File: config.mk
export PLATFORM = sky130hd
export DESIGN_NAME = apb_vic
export DESIGN_NICKNAME = d
export VERILOG_FILES = /design/src/rtl/apb_vic.sv
export SDC_FILE = /design/constraint.sdc
export NUM_CORES = 1
export LEC_CHECK = 0
export ABC_AREA = 1
export CAP_MARGIN = 20
export CORE_ASPECT_RATIO = 1.1
export CORE_MARGIN = 2
export CORE_UTILIZATION = 49
export DETAILED_ROUTE_END_ITERATION = 10
export HOLD_SLACK_MARGIN = 0.03
export PLACE_DENSITY = 0.81
export SLEW_MARGIN = 20
export SYNTH_ARGS = -nofsm -noshare
export SYNTH_HDL_FRONTEND = slang
export SYNTH_SLANG_ARGS = --single-unit
File: constraint.sdc
create_clock -name clk -period 2.24 [get_ports clk]
set_input_delay 0.224 -clock clk [delete_from_list [all_inputs] [get_ports clk]]
set_output_delay 0.224 -clock clk [all_outputs]
set_load 0.01 [all_outputs]
File: src/rtl/apb_vic.sv
// APB vectored interrupt controller with an xps_intc-style register map.
// Adds per-source level/edge trigger, polarity, software-set pending and a registered vector.
module apb_vic #(
  parameter int                 NR_IRQS     = 8,
  parameter int                 SYNC_STAGES = 2,
  parameter logic [NR_IRQS-1:0] EDGE_RST    = '0
) (
  input  logic               clk,
  input  logic               reset_n,
  input  logic               PENABLE,
  input  logic               PSEL,
  input  logic               PWRITE,
  input  logic [31:0]        PWDATA,
  input  logic [5:0]         PADDR,
  output logic [31:0]        PRDATA,
  input  logic [NR_IRQS-1:0] irqs,
  output logic               irq_out
);

  localparam logic [5:0] A_ISR  = 6'h00;
  localparam logic [5:0] A_IPR  = 6'h04;
  localparam logic [5:0] A_IER  = 6'h08;
  localparam logic [5:0] A_IAR  = 6'h0c;
  localparam logic [5:0] A_SIE  = 6'h10;
  localparam logic [5:0] A_CIE  = 6'h14;
  localparam logic [5:0] A_IVR  = 6'h18;
  localparam logic [5:0] A_MER  = 6'h1c;
  localparam logic [5:0] A_EDGE = 6'h20;
  localparam logic [5:0] A_POL  = 6'h24;

  logic [NR_IRQS-1:0] sync_q [SYNC_STAGES];
  logic [NR_IRQS-1:0] sync_d [SYNC_STAGES];
  logic [NR_IRQS-1:0] p_last_q, p_last_d;
  logic [NR_IRQS-1:0] pend_q, pend_d;
  logic [NR_IRQS-1:0] ier_q, ier_d;
  logic [NR_IRQS-1:0] pol_q, pol_d;
  logic [NR_IRQS-1:0] edge_q, edge_d;
  logic [1:0]         mer_q, mer_d;
  logic [31:0]        vector_q, vector_d;
  logic               irq_out_q, irq_out_d;

  logic [NR_IRQS-1:0] p_s, isr_s, ipr_s, rise_s, wdata_s;
  logic               wr_s;
  logic               unused_s;

  function automatic logic [31:0] lowest_set(input logic [NR_IRQS-1:0] v);
    logic [31:0] idx;
    idx = 32'hffff_ffff;
    for (int i = NR_IRQS - 1; i >= 0; i--) begin
      if (v[i]) idx = 32'(i);
    end
    return idx;
  endfunction

  assign wdata_s  = PWDATA[NR_IRQS-1:0];
  assign unused_s = ^PWDATA;
  assign irq_out  = irq_out_q;

  // Trigger qualification, register writes and next-state for every flop.
  always_comb begin
    wr_s   = PSEL & PENABLE & PWRITE;
    p_s    = sync_q[SYNC_STAGES-1] ^ pol_q;
    isr_s  = pend_q | (p_s & ~edge_q);
    ipr_s  = isr_s & ier_q;
    rise_s = p_s & ~p_last_q & edge_q;

    sync_d[0] = irqs;
    for (int i = 1; i < SYNC_STAGES; i++) begin
      sync_d[i] = sync_q[i-1];
    end
    p_last_d = p_s;

    pend_d = pend_q;
    ier_d  = ier_q;
    pol_d  = pol_q;
    edge_d = edge_q;
    mer_d  = mer_q;
    if (wr_s) begin
      case (PADDR)
        A_ISR:   pend_d = mer_q[1] ? pend_q : (pend_q | wdata_s);
        A_IAR:   pend_d = pend_q & ~wdata_s;
        A_IER:   ier_d  = wdata_s;
        A_SIE:   ier_d  = ier_q | wdata_s;
        A_CIE:   ier_d  = ier_q & ~wdata_s;
        A_MER:   mer_d  = PWDATA[1:0];
        A_EDGE:  edge_d = wdata_s;
        A_POL:   pol_d  = wdata_s;
        default: pend_d = pend_q;
      endcase
    end else begin
      pend_d = pend_q;
    end
    // A fresh edge wins over an acknowledge landing in the same cycle.
    pend_d = pend_d | rise_s;

    irq_out_d = (|ipr_s) & mer_q[0];
    vector_d  = lowest_set(ipr_s);
  end

  // Combinational read mux, zero-wait-state.
  always_comb begin
    case (PADDR)
      A_ISR:   PRDATA = 32'(isr_s);
      A_IPR:   PRDATA = 32'(ipr_s);
      A_IER:   PRDATA = 32'(ier_q);
      A_IVR:   PRDATA = vector_q;
      A_MER:   PRDATA = {30'd0, mer_q};
      A_EDGE:  PRDATA = 32'(edge_q);
      A_POL:   PRDATA = 32'(pol_q);
      default: PRDATA = 32'd0;
    endcase
  end

  // State registers.
  always_ff @(posedge clk or negedge reset_n) begin
    if (!reset_n) begin
      for (int i = 0; i < SYNC_STAGES; i++) begin
        sync_q[i] <= '0;
      end
      p_last_q  <= '0;
      pend_q    <= '0;
      ier_q     <= '0;
      pol_q     <= '0;
      edge_q    <= EDGE_RST;
      mer_q     <= 2'b00;
      vector_q  <= 32'hffff_ffff;
      irq_out_q <= 1'b0;
    end else begin
      for (int i = 0; i < SYNC_STAGES; i++) begin
        sync_q[i] <= sync_d[i];
      end
      p_last_q  <= p_last_d;
      pend_q    <= pend_d;
      ier_q     <= ier_d;
      pol_q     <= pol_d;
      edge_q    <= edge_d;
      mer_q     <= mer_d;
      vector_q  <= vector_d;
      irq_out_q <= irq_out_d;
    end
  end

endmodule
# ---- Word-level counts from Yosys, hierarchy flattened
# Cells that the tools add are included.
dict set report word_totals {
  register_bits 91
  in_bits 51
  output_inout_bits 33
  word_cells 56
}
dict set report op_classes {
  n_eq_ne 9
  mux 13
  bitwise_logic 17
  n_reduce_logical 7
}
# operator n
set ops {}
lappend ops {{two-way mux 32 bit} 8}
lappend ops {{one-hot mux 32 bit (7 select lines)} 1}
lappend ops {{bitwise AND 8 bit} 6}
lappend ops {{bitwise OR 8 bit} 4}
lappend ops {{== test 6 x 5 -> 1 bit, second input constant} 4}
lappend ops {{NOT 8 bit} 3}
lappend ops {{one-hot mux 8 bit (3 select lines)} 1}
lappend ops {{two-way mux 8 bit} 2}
lappend ops {{one-hot mux 8 bit (2 select lines)} 1}
lappend ops {{== test 6 x 4 -> 1 bit, second input constant} 2}
lappend ops {{== test 6 bit, second input constant} 2}
lappend ops {{AND reduction 2 bit} 4}
lappend ops {{OR reduction 8 bit} 1}
lappend ops {{bitwise XOR 8 bit} 1}
lappend ops {{== test 6 x 3 -> 1 bit, second input constant} 1}
lappend ops {{logical NOT 6 bit} 1}
lappend ops {{bitwise AND 1 bit} 3}
lappend ops {{nonzero test 3 bit} 1}

# ---- Logic depth before layout (Yosys ltp)
# Gate-level depths: netlist of the first run.
dict set report logic_depth {
  depth_word 12
  ltp_mapped 10
  mapped_depth_nobuf 10
}

# ---- Worst setup path before layout of the first run
# Ideal clock, no wire load.
dict set report synth_path {
  path_type {input -> output}
  from {in PADDR[1]}
  to {out PRDATA[3]}
  t_arrival_ns 1.924
  required_time_ns 2.016
  setup_slack_ns 0.092
  stages 7
  path_buffers 0
  cell_sequence {nor2_4 -> nand2_2 -> nor2_4 -> nand2_1 -> nor2_1 -> nor2_1 -> nand3_1}
}
dict set report synth_via {
  elab_chain_len 2
  elab_cells_between_ends 8
  cone_classes {eq/ne: 6; mux: 1; reduce/logical: 1}
}
# item line_no
set synth_rtl {}
lappend synth_rtl {{start: declaration} 14} ;# input logic [5:0] PADDR,
lappend synth_rtl {{== test 6 bit (tied with other cells)} 102} ;# case (PADDR)
lappend synth_rtl {{one-hot mux 32 bit (7 select lines) *} 102}
lappend synth_rtl {{end: declaration} 15} ;# output logic [31:0] PRDATA,
# Mark *: on every way between the ends. The rest lies on a longest branch, timed or not.

# ---- Worst setup path after layout of the first run
dict set report layout_path {
  from {in PADDR[2]}
  to {out PRDATA[5]}
}
# The elaborated chain is that of the path after synthesis.

==> impl_metrics.env, run 1 <==
export IMPL_dpl_hpwl_mm=5.45
export IMPL_hold_viol=0
export IMPL_syn_inst=364
export IMPL_outcome="completed"
export IMPL_yosysTopAreaCell="dfrtp_1"
export IMPL_hold_ws_ns=0.314
export IMPL_grt_ovfl_total=0
export IMPL_timing_max_slew_rel_slack_pct=60.7
export IMPL_hold_end="sync_d[7]$_DFF_PN0_"
export IMPL_finalNonFillerCells=526
export IMPL_reg2reg_setup_slack_ns=0.77
export IMPL_die_w_um=80.5
export IMPL_synth_warnings=0
export IMPL_grt_pass1_vias=2755
export IMPL_synth_area_leaders="dfrtp_1, nand2_1, buf_4"
export IMPL_cap_violations=0
export IMPL_leakagePower_nw=2.39
export IMPL_power_per_cell_area_mw_per_mm2=691
export IMPL_die_area_sq_mm=0.00709
export IMPL_criticalPathCategory="in -> out"
export IMPL_rows=30
export IMPL_synth_seq_cells=63
export IMPL_wl_per_cell_um=15.3
export IMPL_post_place_cells=502
export IMPL_rr_endpoint="irq_out$_DFF_PN0_"
export IMPL_post_route_period_util_pct=97.1
export IMPL_reg2reg_from="pol_q[2]$_DFFE_PN0P_"
export IMPL_routed_wl_mm=8.07
export IMPL_grt_max_degree=38
export IMPL_synth_fp_nets=415
export IMPL_worst_setup_path_end_kind="output port"
export IMPL_gp_congestion=0.908
export IMPL_setup_viol=0
export IMPL_max_stage_delay_ns=0.53
export IMPL_syn_avg_cell_area_sq_um=8.66
export IMPL_cp_top_family="buffers and inverters"
export IMPL_via_count=2826
export IMPL_synthArstFlopShare_pct=100
export IMPL_final_core_util_pct=67.7
export IMPL_cp_slowest_cell="clkdlybuf4s50_1"
export IMPL_io_pins=84
export IMPL_finalNetCount=493
export IMPL_chipHeight_um=88.1
export IMPL_drtIter0Drc=221
export IMPL_syn_to_final_growth_pct=33.0
export IMPL_routed_via_density=5.37
export IMPL_synth_edf_count=0
export IMPL_clk_latency_ns=0.34
export IMPL_peakVddDrop_mv=0.527
export IMPL_yosys_most_used_dff="dfrtp_1"
export IMPL_r2r_cells=6
export IMPL_htree_num_levels=3
export IMPL_final_cell_mix="nand2_1, dfrtp_1, inv_1"
export IMPL_hp_class="in -> reg"
export IMPL_worstHoldStart="irqs[7]"
export IMPL_initial_utilization_pct=50.9
export IMPL_first_pass_iters=5
export IMPL_cp_start_kind="input pin"
export IMPL_num_antenna_cells=0
export IMPL_grt_use_total_pct=24.5
export IMPL_synth_top_area_share_pct=46.8
export IMPL_final_area_sq_mm=0.00419
export IMPL_synth_cell_type_count=33
export IMPL_place_ws_ns=-0.198
export IMPL_critPathArrivalTime_ns=1.95
export IMPL_core_sq_mm=0.00619
export IMPL_max_freq_ghz=0.460
export IMPL_final_common_cell="nand2_1"
export IMPL_place_area_sq_mm=0.00383
export IMPL_ys_seq_area_share_pct=50.2
export IMPL_clkTransAtPathRegs_ns=0.07
export IMPL_drc=0
export IMPL_worst_endpoint_required_ns=2.02
export IMPL_min_period_ns=2.18
export IMPL_setup_tns_final_ns=0
export IMPL_holdPathStages=1
export IMPL_antenna_found_initial=0
export IMPL_cts_path_max_buffers=2
export IMPL_layout_drive_gt1_share_pct=17.3
export IMPL_antenna_left=0
export IMPL_cts_root_buf="clkbuf_8"
export IMPL_clock_sinks=63
export IMPL_worst_pin_slew_ns=0.590
export IMPL_portBuffers=59
export IMPL_grt_pass1_wl_mm=12.9
export IMPL_synth_area_sq_mm=0.00315
export IMPL_totalPowerFinal_mw=2.90
export IMPL_path_buf_inv=5
export IMPL_cts_tree="built"
export IMPL_critPathMaxFanout=5
export IMPL_slew_viol_final=0
export IMPL_skew_ns=0.0100
export IMPL_cp_cell_sequence="clkdlybuf4s50_1, inv_2, nand3_1, inv_1, nand2_2, clkinvlp_2, nand2_1, nand4_1, dlygate4sd2_1"
export IMPL_layout_setup_ws_ns=0.0646
export IMPL_cts_inserted_buffers=9
[timing repair]
| action | 4_1_cts | 5_1_grt |
|---|---|---|
| setup buffers | 5 | 1 |
| gates resized for setup | 15 | 26 |
| endpoints found under the hold margin | 26 | 0 |
| gates cloned | 1 | 1 |
| hold buffers | 1 | 0 |
| setup endpoints to repair | 32 | 25 |
[report_power, final]
| group | total (mW) | switching [mW] | internal (mW) |
|---|---|---|---|
| Combinational | 0.418 | 0.242 | 0.176 |
| Clock | 1.12 | 0.414 | 0.709 |
| Sequential | 1.36 | 0.0737 | 1.28 |
[layout make-up]
| cell class | instances | area (sq um) |
|---|---|---|
| fillers | 504 | 2000 |
| flip-flops and latches | 63 | 1580 |
| multi-input cells | 225 | 1180 |
| repair buffers | 92 | 897 |
| inverters | 50 | 201 |
| clock buffers | 12 | 165 |
| well taps | 80 | 100 |
| clock inverters | 3 | 65.1 |
| repair inverters | 1 | 5.00 |
[sequential cells by signal (all words and copies together) (netlist names)]
signal,count
sync_d,8
vector_q,4
mer_q,2
irq_out,1
sync_q,8
p_last_q,8
edge_q,8
ier_q,8
pend_q,8
pol_q,8
[worst max path at each step]
stage	start	to	slack, ns	depth (start not counted)
finish	PADDR[2]	PRDATA[5]	0.06	9
global route	pol_q[3]$_DFFE_PN0P_	PRDATA[3]	-0.004	7
CTS	PADDR[1]	PRDATA[16]	0.004	8
detailed placement	PADDR[1]	PRDATA[0]	-0.20	11
global placement	PADDR[1]	PRDATA[0]	-0.14	11
floorplan	PADDR[1]	PRDATA[3]	0.09	7
[layer usage]
metal / track usage [%] / up-vias / part of all wire, % / wire length, um
met5: 0 / - / 0 / 0
met4: 11.1 / 0 / 2.2 / 181
met3: 6.49 / 16 / 9.4 / 759
met2: 42.0 / 177 / 50 / 4030
met1: 28.9 / 1321 / 38 / 3100
li1: - / 1312 / - / -
[Yosys cell counts, types with 2 or more instances]
cell       number
a21oi_1        14
a22oi_1         7
and2_1          2
buf_4          23
buf_6           3
dfrtp_1        59
dfstp_2         4
inv_1          46
inv_2           2
nand2_1        83
nand2_2         5
nand2_4         3
nand3_1        10
nand3b_1        2
nand4_1         4
nor2_1         16
nor2_2          2
nor2_4          3
nor3_1          3
o2111ai_1       2
o211ai_1        7
o21ai_0        29
o21ai_1        21
xnor2_1         5
[kinds of logic after synthesis]
| group | share of synthesized area [%] |
|---|---|
| AND/OR/NAND/NOR | 19.6 |
| AO/OA/AOI/OAI | 15.8 |
| buffers and inverters | 12.7 |
| flip-flops | 50.2 |
| XOR/XNOR | 1.67 |
Power figures use the tool's default switching activity.
==> run 2, diff against run 1 <==
Settings changed: CTS_CLUSTER_DIAMETER set to 50.
==> results of run 2 <==
Same layout as run 1: the final DEF is identical, and so are final timing and power.
==> run 3, diff against run 2 <==
Settings changed: CORE_UTILIZATION 49 to 50, CTS_BUF_LIST set to sky130_fd_sc_hd__clkbuf_2, CTS_CLUSTER_SIZE set to 40, PLACE_DENSITY 0.81 to 0.82.
Clock period 2.24 ns to 2.2 ns, I/O delays scaled along.
==> impl_metrics.env, run 3 (same netlist as run 1, synthesis figures left out) <==
export IMPL_outcome="completed"
export IMPL_seqPwrFrac_pct=58.6
export IMPL_routed_via_density=5.31
export IMPL_finalNetCount=497
export IMPL_p_int_mw=1.63
export IMPL_comb_power_share_pct=19.1
export IMPL_final_cell_mix="nand2_1, dfrtp_1, inv_1"
export IMPL_grt_pass1_vias=2799
export IMPL_worst_pin_slew_ns=0.428
export IMPL_hold_ws_ns=0.147
export IMPL_timing_max_slew_rel_slack_pct=71.5
export IMPL_drc=0
export IMPL_grt_use_total_pct=24.0
export IMPL_worst_endpoint_required_ns=1.98
export IMPL_num_antenna_cells=0
export IMPL_routed_wl_mm=7.88
export IMPL_clk_latency_ns=0.50
export IMPL_final_common_cell="nand2_1"
export IMPL_criticalPathCategory="in -> out"
export IMPL_critPathMaxFanout=3
export IMPL_cp_start_kind="input pin"
export IMPL_setup_viol=0
export IMPL_swShare_pct=30.7
export IMPL_initial_utilization_pct=51.5
export IMPL_portBuffers=59
export IMPL_max_freq_ghz=0.474
export IMPL_io_pins=84
export IMPL_core_sq_mm=0.00612
export IMPL_die_w_um=79.7
export IMPL_syn_to_final_growth_pct=30.8
export IMPL_layout_drive_gt1_share_pct=20.2
export IMPL_slew_viol_final=0
export IMPL_cts_path_max_buffers=2
export IMPL_grt_pass1_wl_mm=12.5
export IMPL_grt_ovfl_total=0
export IMPL_peakVddDrop_mv=0.512
export IMPL_gp_congestion=0.881
export IMPL_cap_violations=0
export IMPL_post_route_period_util_pct=95.9
export IMPL_die_area_sq_mm=0.00696
export IMPL_via_count=2812
export IMPL_leakagePower_nw=2.36
export IMPL_dpl_hpwl_mm=5.51
export IMPL_cts_tree="built"
export IMPL_drtIter0Drc=203
export IMPL_worst_setup_path_end_kind="output port"
export IMPL_power_per_cell_area_mw_per_mm2=570
export IMPL_clkTransAtPathRegs_ns=0.16
export IMPL_min_period_ns=2.11
export IMPL_htree_num_levels=3
export IMPL_cts_root_buf="clkbuf_2"
export IMPL_n_fill_cell=508
export IMPL_cts_inserted_buffers=9
export IMPL_skew_ns=0.0319
export IMPL_hp_class="in -> reg"
export IMPL_antenna_left=0
export IMPL_critPathArrivalTime_ns=1.89
export IMPL_place_area_sq_mm=0.00386
export IMPL_power_frac_clock_pct=22.3
export IMPL_hold_viol=0
export IMPL_wl_per_cell_um=14.9
export IMPL_first_pass_iters=5
export IMPL_clock_sinks=63
export IMPL_rows=30
export IMPL_antenna_found_initial=0
export IMPL_chipHeight_um=87.3
export IMPL_grt_max_degree=34
export IMPL_final_area_sq_mm=0.00412
export IMPL_power_switching_mw=0.722
## run 3: final cells by class
class | count | area, sq um | area share [%]
Sequential cell | 63 | 1580 | 38.3
Clock inverter | 6 | 28.8 | 0.698
Timing Repair Buffer | 97 | 940 | 22.8
Inverter | 50 | 199 | 4.82
Multi-Input combinational cell | 225 | 1230 | 29.8
Tap cell | 80 | 100 | 2.43
Clock buffer | 9 | 45.0 | 1.09
## run 3: power groups by stage
stage / registers [mW] / logic [mW] / clock network, mW
floorplan: 1.38 / 0.245 / 0
global placement: 1.39 / 0.393 / 0
detailed placement: 1.39 / 0.410 / 0
CTS: 1.37 / 0.434 / 0.541
global route: 1.39 / 0.498 / 0.589
finish: 1.38 / 0.449 / 0.523
## run 3: path summary, 6_finish.rpt
path	depth (start not counted)	end	from	slack (ns)
max in group asynchronous	3	vector_q[0]$_DFF_PN1_	reset_n	1.44
worst min-delay path	1	sync_d[5]$_DFF_PN0_	irqs[5]	0.15
min in group asynchronous	2	ier_q[7]$_DFFE_PN0P_	reset_n	0.18
worst max-delay path	11	PRDATA[2]	PADDR[1]	0.09
worst min register to register	0	sync_q[0]$_DFF_PN0_	sync_d[0]$_DFF_PN0_	0.37
worst max register to register	6	irq_out$_DFF_PN0_	pol_q[2]$_DFFE_PN0P_	0.79
## run 3: repair_timing
item / 4_1_cts / 5_1_grt
setup endpoints to repair: 32 / 29
pin swaps: 2 / 2
gates cloned: 1 / 0
buffers inserted: 7 / 2
hold buffers: 1 / 0
hold endpoints to repair: 51 / 0
resized for setup: 26 / 37
## run 3: routing by layer
metal  track usage [%]  share of wire, %  vias up
li1                  -                 -     1328
met1              28.0                40     1316
met2              40.9                48      142
met3              5.08               7.6       26
met4              13.8               3.6        0
met5                 0                 0        -
## run 3: through the flow
stage	utilization (%)	std cells	TNS [ns]	power (mW)	worst slack (ns)
CTS	66.0	528	0	2.35	0.00106
floorplan	-	364	0	1.62	0.0597
detailed placement	63.1	504	-3.33	1.80	-0.213
finish	67.4	530	0	2.35	0.0894
global placement	63.1	504	-2.07	1.78	-0.178
global route	67.4	530	-0.0164	2.47	-0.0147
## run 3: worst max-delay path: stages
cell             delay (ns)
clkdlybuf4s50_1        0.45
nor2_4                 0.15
buf_4                  0.15
nand3_1                0.10
nor2_2                 0.13
buf_4                  0.14
nand2_1                0.05
nand2_1                0.05
nand2_1                0.05
nand4_1                0.11
dlygate4sd2_1          0.28
